File: src/rtl/hb_freq_modulator_if.sv
// Command/gate bundle between the PI controller side and the bridge modulator.
interface hb_freq_modulator_if;
    logic               i_EN;
    logic signed [31:0] i_cmd;
    logic               o_GATE_H;
    logic               o_GATE_L;
    logic               o_SYNC;
    logic signed [31:0] o_aw;
    logic               o_SAT;

    // Controller side: drives enable and half-period command.
    modport master (
        output i_EN,
        output i_cmd,
        input  o_GATE_H,
        input  o_GATE_L,
        input  o_SYNC,
        input  o_aw,
        input  o_SAT
    );

    // Modulator side.
    modport slave (
        input  i_EN,
        input  i_cmd,
        output o_GATE_H,
        output o_GATE_L,
        output o_SYNC,
        output o_aw,
        output o_SAT
    );
endinterface

File: src/rtl/hb_freq_modulator.sv
// Half-bridge gate generator: clamps the PI half-period command, latches it at each
// half-period boundary and drives a complementary gate pair with fixed dead time.
// The clamp excess is returned as the anti-windup term.
module hb_freq_modulator #(
    parameter int unsigned DT     = 10,
    parameter int unsigned HP_MIN = 50,
    parameter int unsigned HP_MAX = 500
) (
    input  logic              i_CLK,
    input  logic              i_RST,
    hb_freq_modulator_if.slave bus
);

    localparam logic signed [31:0] HpMinS = 32'(HP_MIN);
    localparam logic signed [31:0] HpMaxS = 32'(HP_MAX);
    localparam logic [31:0]        DtLast = 32'(DT - 1);

    typedef enum logic [2:0] {
        StIdle = 3'd0,
        StDtH  = 3'd1,
        StOnH  = 3'd2,
        StDtL  = 3'd3,
        StOnL  = 3'd4
    } state_e;

    state_e             state_q, state_d;
    logic [31:0]        cnt_q, cnt_d;
    logic [31:0]        hp_q, hp_d;
    logic               sync_q, sync_d;
    logic signed [31:0] aw_q, aw_d;
    logic               sat_q, sat_d;

    logic signed [31:0] cmd_c;
    logic [31:0]        hp_last;

    // Clamp the command into the safe half-period window and form the excess.
    always_comb begin
        cmd_c = bus.i_cmd;
        if (bus.i_cmd > HpMaxS) begin
            cmd_c = HpMaxS;
        end else if (bus.i_cmd < HpMinS) begin
            cmd_c = HpMinS;
        end
        aw_d  = bus.i_cmd - cmd_c;
        sat_d = (aw_d != 32'sd0);
    end

    assign hp_last = hp_q - 32'd1;

    // Next-state logic: dead time then on time within each latched half-period.
    always_comb begin
        state_d = state_q;
        cnt_d   = cnt_q + 32'd1;
        hp_d    = hp_q;
        sync_d  = 1'b0;

        case (state_q)
            StIdle: begin
                cnt_d = '0;
                if (bus.i_EN) begin
                    state_d = StDtH;
                    hp_d    = $unsigned(cmd_c);
                    sync_d  = 1'b1;
                end
            end
            StDtH: begin
                if (cnt_q == DtLast) begin
                    state_d = StOnH;
                end
            end
            StOnH: begin
                if (cnt_q == hp_last) begin
                    state_d = StDtL;
                    cnt_d   = '0;
                    hp_d    = $unsigned(cmd_c);
                end
            end
            StDtL: begin
                if (cnt_q == DtLast) begin
                    state_d = StOnL;
                end
            end
            StOnL: begin
                if (cnt_q == hp_last) begin
                    state_d = StDtH;
                    cnt_d   = '0;
                    hp_d    = $unsigned(cmd_c);
                    sync_d  = 1'b1;
                end
            end
            default: begin
                state_d = StIdle;
                cnt_d   = '0;
            end
        endcase

        // Disable wins over every boundary transition; the latched hp is kept.
        if ((state_q != StIdle) && !bus.i_EN) begin
            state_d = StIdle;
            cnt_d   = '0;
            hp_d    = hp_q;
            sync_d  = 1'b0;
        end
    end

    // State, counter, latched half-period and registered outputs.
    always_ff @(posedge i_CLK or negedge i_RST) begin
        if (!i_RST) begin
            state_q <= StIdle;
            cnt_q   <= '0;
            hp_q    <= 32'(HP_MAX);
            sync_q  <= 1'b0;
            aw_q    <= '0;
            sat_q   <= 1'b0;
        end else begin
            state_q <= state_d;
            cnt_q   <= cnt_d;
            hp_q    <= hp_d;
            sync_q  <= sync_d;
            aw_q    <= aw_d;
            sat_q   <= sat_d;
        end
    end

    // Gates decode straight from the state register so async reset drops them at once.
    assign bus.o_GATE_H = (state_q == StOnH);
    assign bus.o_GATE_L = (state_q == StOnL);
    assign bus.o_SYNC   = sync_q;
    assign bus.o_aw     = aw_q;
    assign bus.o_SAT    = sat_q;

    // Shoot-through guard: the two gates must never be on together.
    always @(posedge i_CLK) begin
        if (i_RST) begin
            assert (!(bus.o_GATE_H && bus.o_GATE_L))
                else $error("gate overlap");
        end
    end

endmodule
File: src/flat_wrapper.sv
// flat-port wrapper written by rule: the top's interface ports become plain ports
module hb_freq_modulator_flat 
#(
    parameter int unsigned DT     = 10,
    parameter int unsigned HP_MIN = 50,
    parameter int unsigned HP_MAX = 500
)
  (i_CLK, i_RST, bus_i_EN, bus_i_cmd, bus_o_GATE_H, bus_o_GATE_L, bus_o_SYNC, bus_o_aw, bus_o_SAT);
  hb_freq_modulator_if bus_i ();
  input  logic i_CLK;
  input  logic i_RST;
  input wire logic [$bits(bus_i.i_EN)-1:0] bus_i_EN;
  input wire logic [$bits(bus_i.i_cmd)-1:0] bus_i_cmd;
  output wire logic [$bits(bus_i.o_GATE_H)-1:0] bus_o_GATE_H;
  output wire logic [$bits(bus_i.o_GATE_L)-1:0] bus_o_GATE_L;
  output wire logic [$bits(bus_i.o_SYNC)-1:0] bus_o_SYNC;
  output wire logic [$bits(bus_i.o_aw)-1:0] bus_o_aw;
  output wire logic [$bits(bus_i.o_SAT)-1:0] bus_o_SAT;
  assign bus_i.i_EN = bus_i_EN;
  assign bus_i.i_cmd = bus_i_cmd;
  assign bus_o_GATE_H = bus_i.o_GATE_H;
  assign bus_o_GATE_L = bus_i.o_GATE_L;
  assign bus_o_SYNC = bus_i.o_SYNC;
  assign bus_o_aw = bus_i.o_aw;
  assign bus_o_SAT = bus_i.o_SAT;
  hb_freq_modulator #(.DT(DT), .HP_MIN(HP_MIN), .HP_MAX(HP_MAX)) u_core (.i_CLK(i_CLK), .i_RST(i_RST), .bus(bus_i));
endmodule
File: config.mk
export PLATFORM = sky130hd
export DESIGN_NAME = hb_freq_modulator_flat
export DESIGN_NICKNAME = d
export VERILOG_FILES = /design/src/rtl/hb_freq_modulator_if.sv /design/src/rtl/hb_freq_modulator.sv /design/src/flat_wrapper.sv
export SDC_FILE = /design/constraint.sdc
export NUM_CORES = 1
export LEC_CHECK = 0
export CAP_MARGIN = 40
export CORE_UTILIZATION = 58
export DETAILED_ROUTE_END_ITERATION = 8
export PLACE_DENSITY = 0.81
export SYNTH_ARGS = -nofsm -noshare
export SYNTH_HDL_FRONTEND = slang
export SYNTH_SLANG_ARGS = --single-unit
export TNS_END_PERCENT = 30
File: constraint.sdc
create_clock -name i_CLK -period 4.8 [get_ports i_CLK]
set_input_delay 0.96 -clock i_CLK [delete_from_list [all_inputs] [get_ports i_CLK]]
set_output_delay 0.96 -clock i_CLK [all_outputs]
set_load 0.005 [all_outputs]
==> impl_metrics.xml <==
<?xml version="1.0" encoding="UTF-8"?>
<metrics>
  <group name="critical_path">
    <metric name="crit_path_max_fo" unit="">4</metric>
    <metric name="worstPathBufferInverterCount" unit="">9</metric>
    <metric name="worstSetupEndpointType" unit="">flip-flop</metric>
    <metric name="regToRegSetupSlack" unit="ns">0.51</metric>
    <metric name="timing.setup.critical_path_class" unit="">in2reg</metric>
    <metric name="path_delay_family" unit="">compound AO/OA/AOI/OAI gates</metric>
    <metric name="slowest_stage" unit="">clkdlybuf4s50_1</metric>
    <metric name="critical_path.cell_chain" unit="">clkdlybuf4s50_1 &gt; inv_1 &gt; o311a_1 &gt; ha_4 &gt; inv_4 &gt; buf_4 &gt; buf_12 &gt; a21oi_4 &gt; ha_4 &gt; buf_4 &gt; a21o_1 &gt; a221oi_4 &gt; buf_6 &gt; o311ai_4 &gt; a21oi_2 &gt; buf_6 &gt; o31ai_4 &gt; buf_4 &gt; o311a_1 &gt; nor2_1 &gt; nor4bb_2 &gt; nand4b_1</metric>
    <metric name="required_time_reported_for_the_critical_path_endpoint" unit="ns">5.02</metric>
    <metric name="setup.worst_path.start_class" unit="">input port</metric>
    <metric name="crit_path_max_incr_delay" unit="ns">0.51</metric>
    <metric name="critical_path_arrival" unit="ns">5.27</metric>
    <metric name="cp_common_cell" unit="">buf_4</metric>
  </group>
  <group name="min_path">
    <metric name="min-delay-path-class" unit="">reg2reg</metric>
  </group>
  <group name="drt">
    <metric name="dr.pass1.iters" unit="">5</metric>
    <metric name="routed_wire_length" unit="um">22200</metric>
    <metric name="number_of_nets_with_antenna_violations_after_detailed_routing" unit="">0</metric>
    <metric name="route.vias.total" unit="">7265</metric>
    <metric name="drt-wirelength-per-cell" unit="um">18.8</metric>
    <metric name="post-route-drc-count" unit="">0</metric>
    <metric name="drt-initial-drc-count" unit="">572</metric>
    <metric name="number_of_vias_per_cell" unit="">6.18</metric>
  </group>
  <group name="synthesis">
    <metric name="asyncSetResetFlopFracSynth" unit="%">100</metric>
    <metric name="syn-cell-area" unit="um2">7170</metric>
    <metric name="synthTopCellsByCount" unit="">dfrtp_1, nor2_1, nand2_1</metric>
    <metric name="ys_seq_elements" unit="">101</metric>
    <metric name="yosys.cell_types.count" unit="">76</metric>
    <metric name="synth_largest_type_area_fraction" unit="%">33.1</metric>
    <metric name="synth_cells" unit="">805</metric>
    <metric name="top_cell_type_by_total_area_after_synthesis" unit="">dfrtp_1</metric>
    <metric name="postSynthNetCount" unit="">876</metric>
    <metric name="synth_enable_flop_cells" unit="">0</metric>
    <metric name="synth_most_common_cell" unit="">dfrtp_1</metric>
    <metric name="synth_ff_type" unit="">dfrtp_1</metric>
    <metric name="synth-warning-count" unit="">0</metric>
    <metric name="synth_sequential_area_ratio" unit="%">35.3</metric>
    <metric name="synth.avg_cell_area" unit="um2">8.91</metric>
    <metric name="synth_top_cells_by_area" unit="">dfrtp_1, ha_1, xor2_1</metric>
  </group>
  <group name="global_route">
    <metric name="grt_usage" unit="%">34.3</metric>
    <metric name="grt_pass1_wl" unit="um">34500</metric>
    <metric name="first_global_vias" unit="">7063</metric>
    <metric name="largest_net_degree_at_the_start_of_global_routing" unit="">67</metric>
    <metric name="grt.overflow.total" unit="">0</metric>
    <metric name="antenna_found_initial" unit="">0</metric>
  </group>
  <group name="timing">
    <metric name="finalMaxSlewViolations" unit="">0</metric>
    <metric name="post-route-worst-setup-slack" unit="ns">-0.250</metric>
    <metric name="final_min_period_over_clock_period" unit="%">105</metric>
    <metric name="grt_setup_unrepaired" unit="">yes</metric>
    <metric name="max_slew.worst_pin.slew" unit="ns">0.814</metric>
    <metric name="fmax" unit="MHz">198</metric>
    <metric name="fin_worst_skew" unit="ns">0.00742</metric>
    <metric name="hold_slack" unit="ns">0.513</metric>
    <metric name="timing_hold_violations_final" unit="">0</metric>
    <metric name="slew_headroom" unit="%">45.7</metric>
    <metric name="finalCriticalPeriod" unit="ns">5.05</metric>
    <metric name="setup_viol" unit="">2</metric>
    <metric name="tns" unit="ns">-0.364</metric>
  </group>
  <group name="place">
    <metric name="placed_area" unit="um2">9230</metric>
    <metric name="port-buffer-count" unit="">70</metric>
    <metric name="place.detailed.hpwl" unit="um">16200</metric>
    <metric name="gp_congestion" unit="">0.941</metric>
  </group>
  <group name="status">
    <metric name="failed_checks" unit="">setup timing</metric>
    <metric name="result_of_the_run" unit="">finished, violations left</metric>
  </group>
  <group name="clock_network">
    <metric name="clock_tree.buffer_depth" unit="">2</metric>
    <metric name="clock_latency" unit="ns">0.36</metric>
    <metric name="cts_root_buffer" unit="">clkbuf_16</metric>
    <metric name="htree_levels" unit="">3</metric>
    <metric name="clkSlewWorstSetupHoldPaths" unit="ns">0.07</metric>
    <metric name="tritoncts" unit="">built</metric>
    <metric name="clkSinkCount" unit="">101</metric>
    <metric name="cts_inserted_buffers" unit="">9</metric>
  </group>
  <group name="floorplan">
    <metric name="rows" unit="">40</metric>
    <metric name="chipHeight" unit="um">113</metric>
    <metric name="die_w" unit="um">113</metric>
    <metric name="core_region_area" unit="um2">12000</metric>
    <metric name="pin_count" unit="">71</metric>
    <metric name="floorplan.initialDensity" unit="%">59.7</metric>
    <metric name="die_area" unit="um2">12800</metric>
  </group>
  <group name="run">
    <metric name="timing.max_cap.violations" unit="">0</metric>
  </group>
  <group name="power">
    <metric name="peakVddDrop" unit="uV">293</metric>
    <metric name="powerDensity" unit="nW/um2">277</metric>
    <metric name="power.total" unit="uW">2720</metric>
    <metric name="cellLeakagePower" unit="uW">0.00438</metric>
  </group>
  <group name="layout">
    <metric name="post-route-cell-area" unit="um2">9840</metric>
    <metric name="final_net_count" unit="">1095</metric>
    <metric name="area.growth.synth_to_final" unit="%">37.3</metric>
    <metric name="diodes_inserted" unit="">0</metric>
    <metric name="proportion_of_layout_cells_with_a_drive_suffix_above_1" unit="%">26.9</metric>
  </group>
</metrics>
## worst min-delay path, cell delays in order (launching register included)
cell,delay [ns]
dfstp_2,0.39
inv_1,0.05
a22oi_1,0.07
## metrics by stage
step,utilization (%),instances,worst slack [ns]
6_report,82.0,1176,-0.250
3_3_place_gp,76.8,1149,-1.05
4_1_cts,80.6,1172,-0.321
5_1_grt,82.0,1176,-0.406
3_5_place_dp,76.8,1149,-1.22
2_1_floorplan,-,805,0.00403
## sequential cells by signal, summed over array words and instances, names as in the netlist
signal and flops:
u_core.bus.o_aw 32, u_core.hp_q 32, u_core.bus.o_SYNC 1, u_core.cnt_q 32, u_core.state_q 3, u_core.bus.o_SAT 1
## final cells by class
class | count | area (um2)
tap | 147 | 184
fill | 728 | 2170
inverter | 28 | 108
multi-input combinational | 636 | 4700
timing repair buffer | 248 | 2030
clock buffer | 10 | 239
sequential | 101 | 2530
clock inverter | 6 | 56.3
## where the power goes
part | internal (uW) | switching [uW]
Clock | 375 | 342
Sequential | 945 | 70.7
Combinational | 506 | 486
## per-layer routing
layer / GRT usage, % / vias up / wire length, um
li1: - / 3386 / -
met1: 43.5 / 3514 / 9390
met3: 6.11 / 73 / 1270
met2: 56.4 / 292 / 10600
met4: 17.2 / 0 / 932
met5: 0 / - / 0
## kinds of logic (layout without fill, tap and decap cells)
logic type	count (synthesis)	in the layout	share of synthesized area, %
simple gates	325	325	24.2
flops	101	101	35.3
compound gates	178	178	18.0
xor+xnor	90	90	11.0
buf+inv	68	292	4.06
mux	7	7	0.994
fa+ha+maj	36	36	6.39
## placed cells by master, fill, tap and decap left out, drive strengths merged, types with 18 or more instances in the layout
cell and instances:
dfrtp 95, nor3 23, xor2 46, nand3 36, inv 30, a21oi 32, buf 188, nand2 64
a22o 25, nor4 18, o21ai 19, ha 35, xnor2 44, nor2 86, clkdlybuf4s50 46
## final timing paths
path                       depth (start not counted)               end           start
setup / recovery                                  22  u_core.bus.o_SAT    bus_i_cmd[5]
hold / removal                                     2    u_core.hp_q[5]  u_core.hp_q[5]
setup reg to reg                                  12   u_core.cnt_q[6]  u_core.hp_q[0]
max in group asynchronous                          2    u_core.hp_q[7]           i_RST
hold reg to reg                                    2    u_core.hp_q[5]  u_core.hp_q[5]
min in group asynchronous                          1   u_core.cnt_q[3]           i_RST
## repair_timing
action                     4_1_cts  5_1_grt
hold buffers                     0        0
buffers inserted                 8        5
resized for setup               80       38
setup endpoints to repair       14        9
pin swaps                       26       29
No activity file was read; power rests on OpenSTA's default activity.
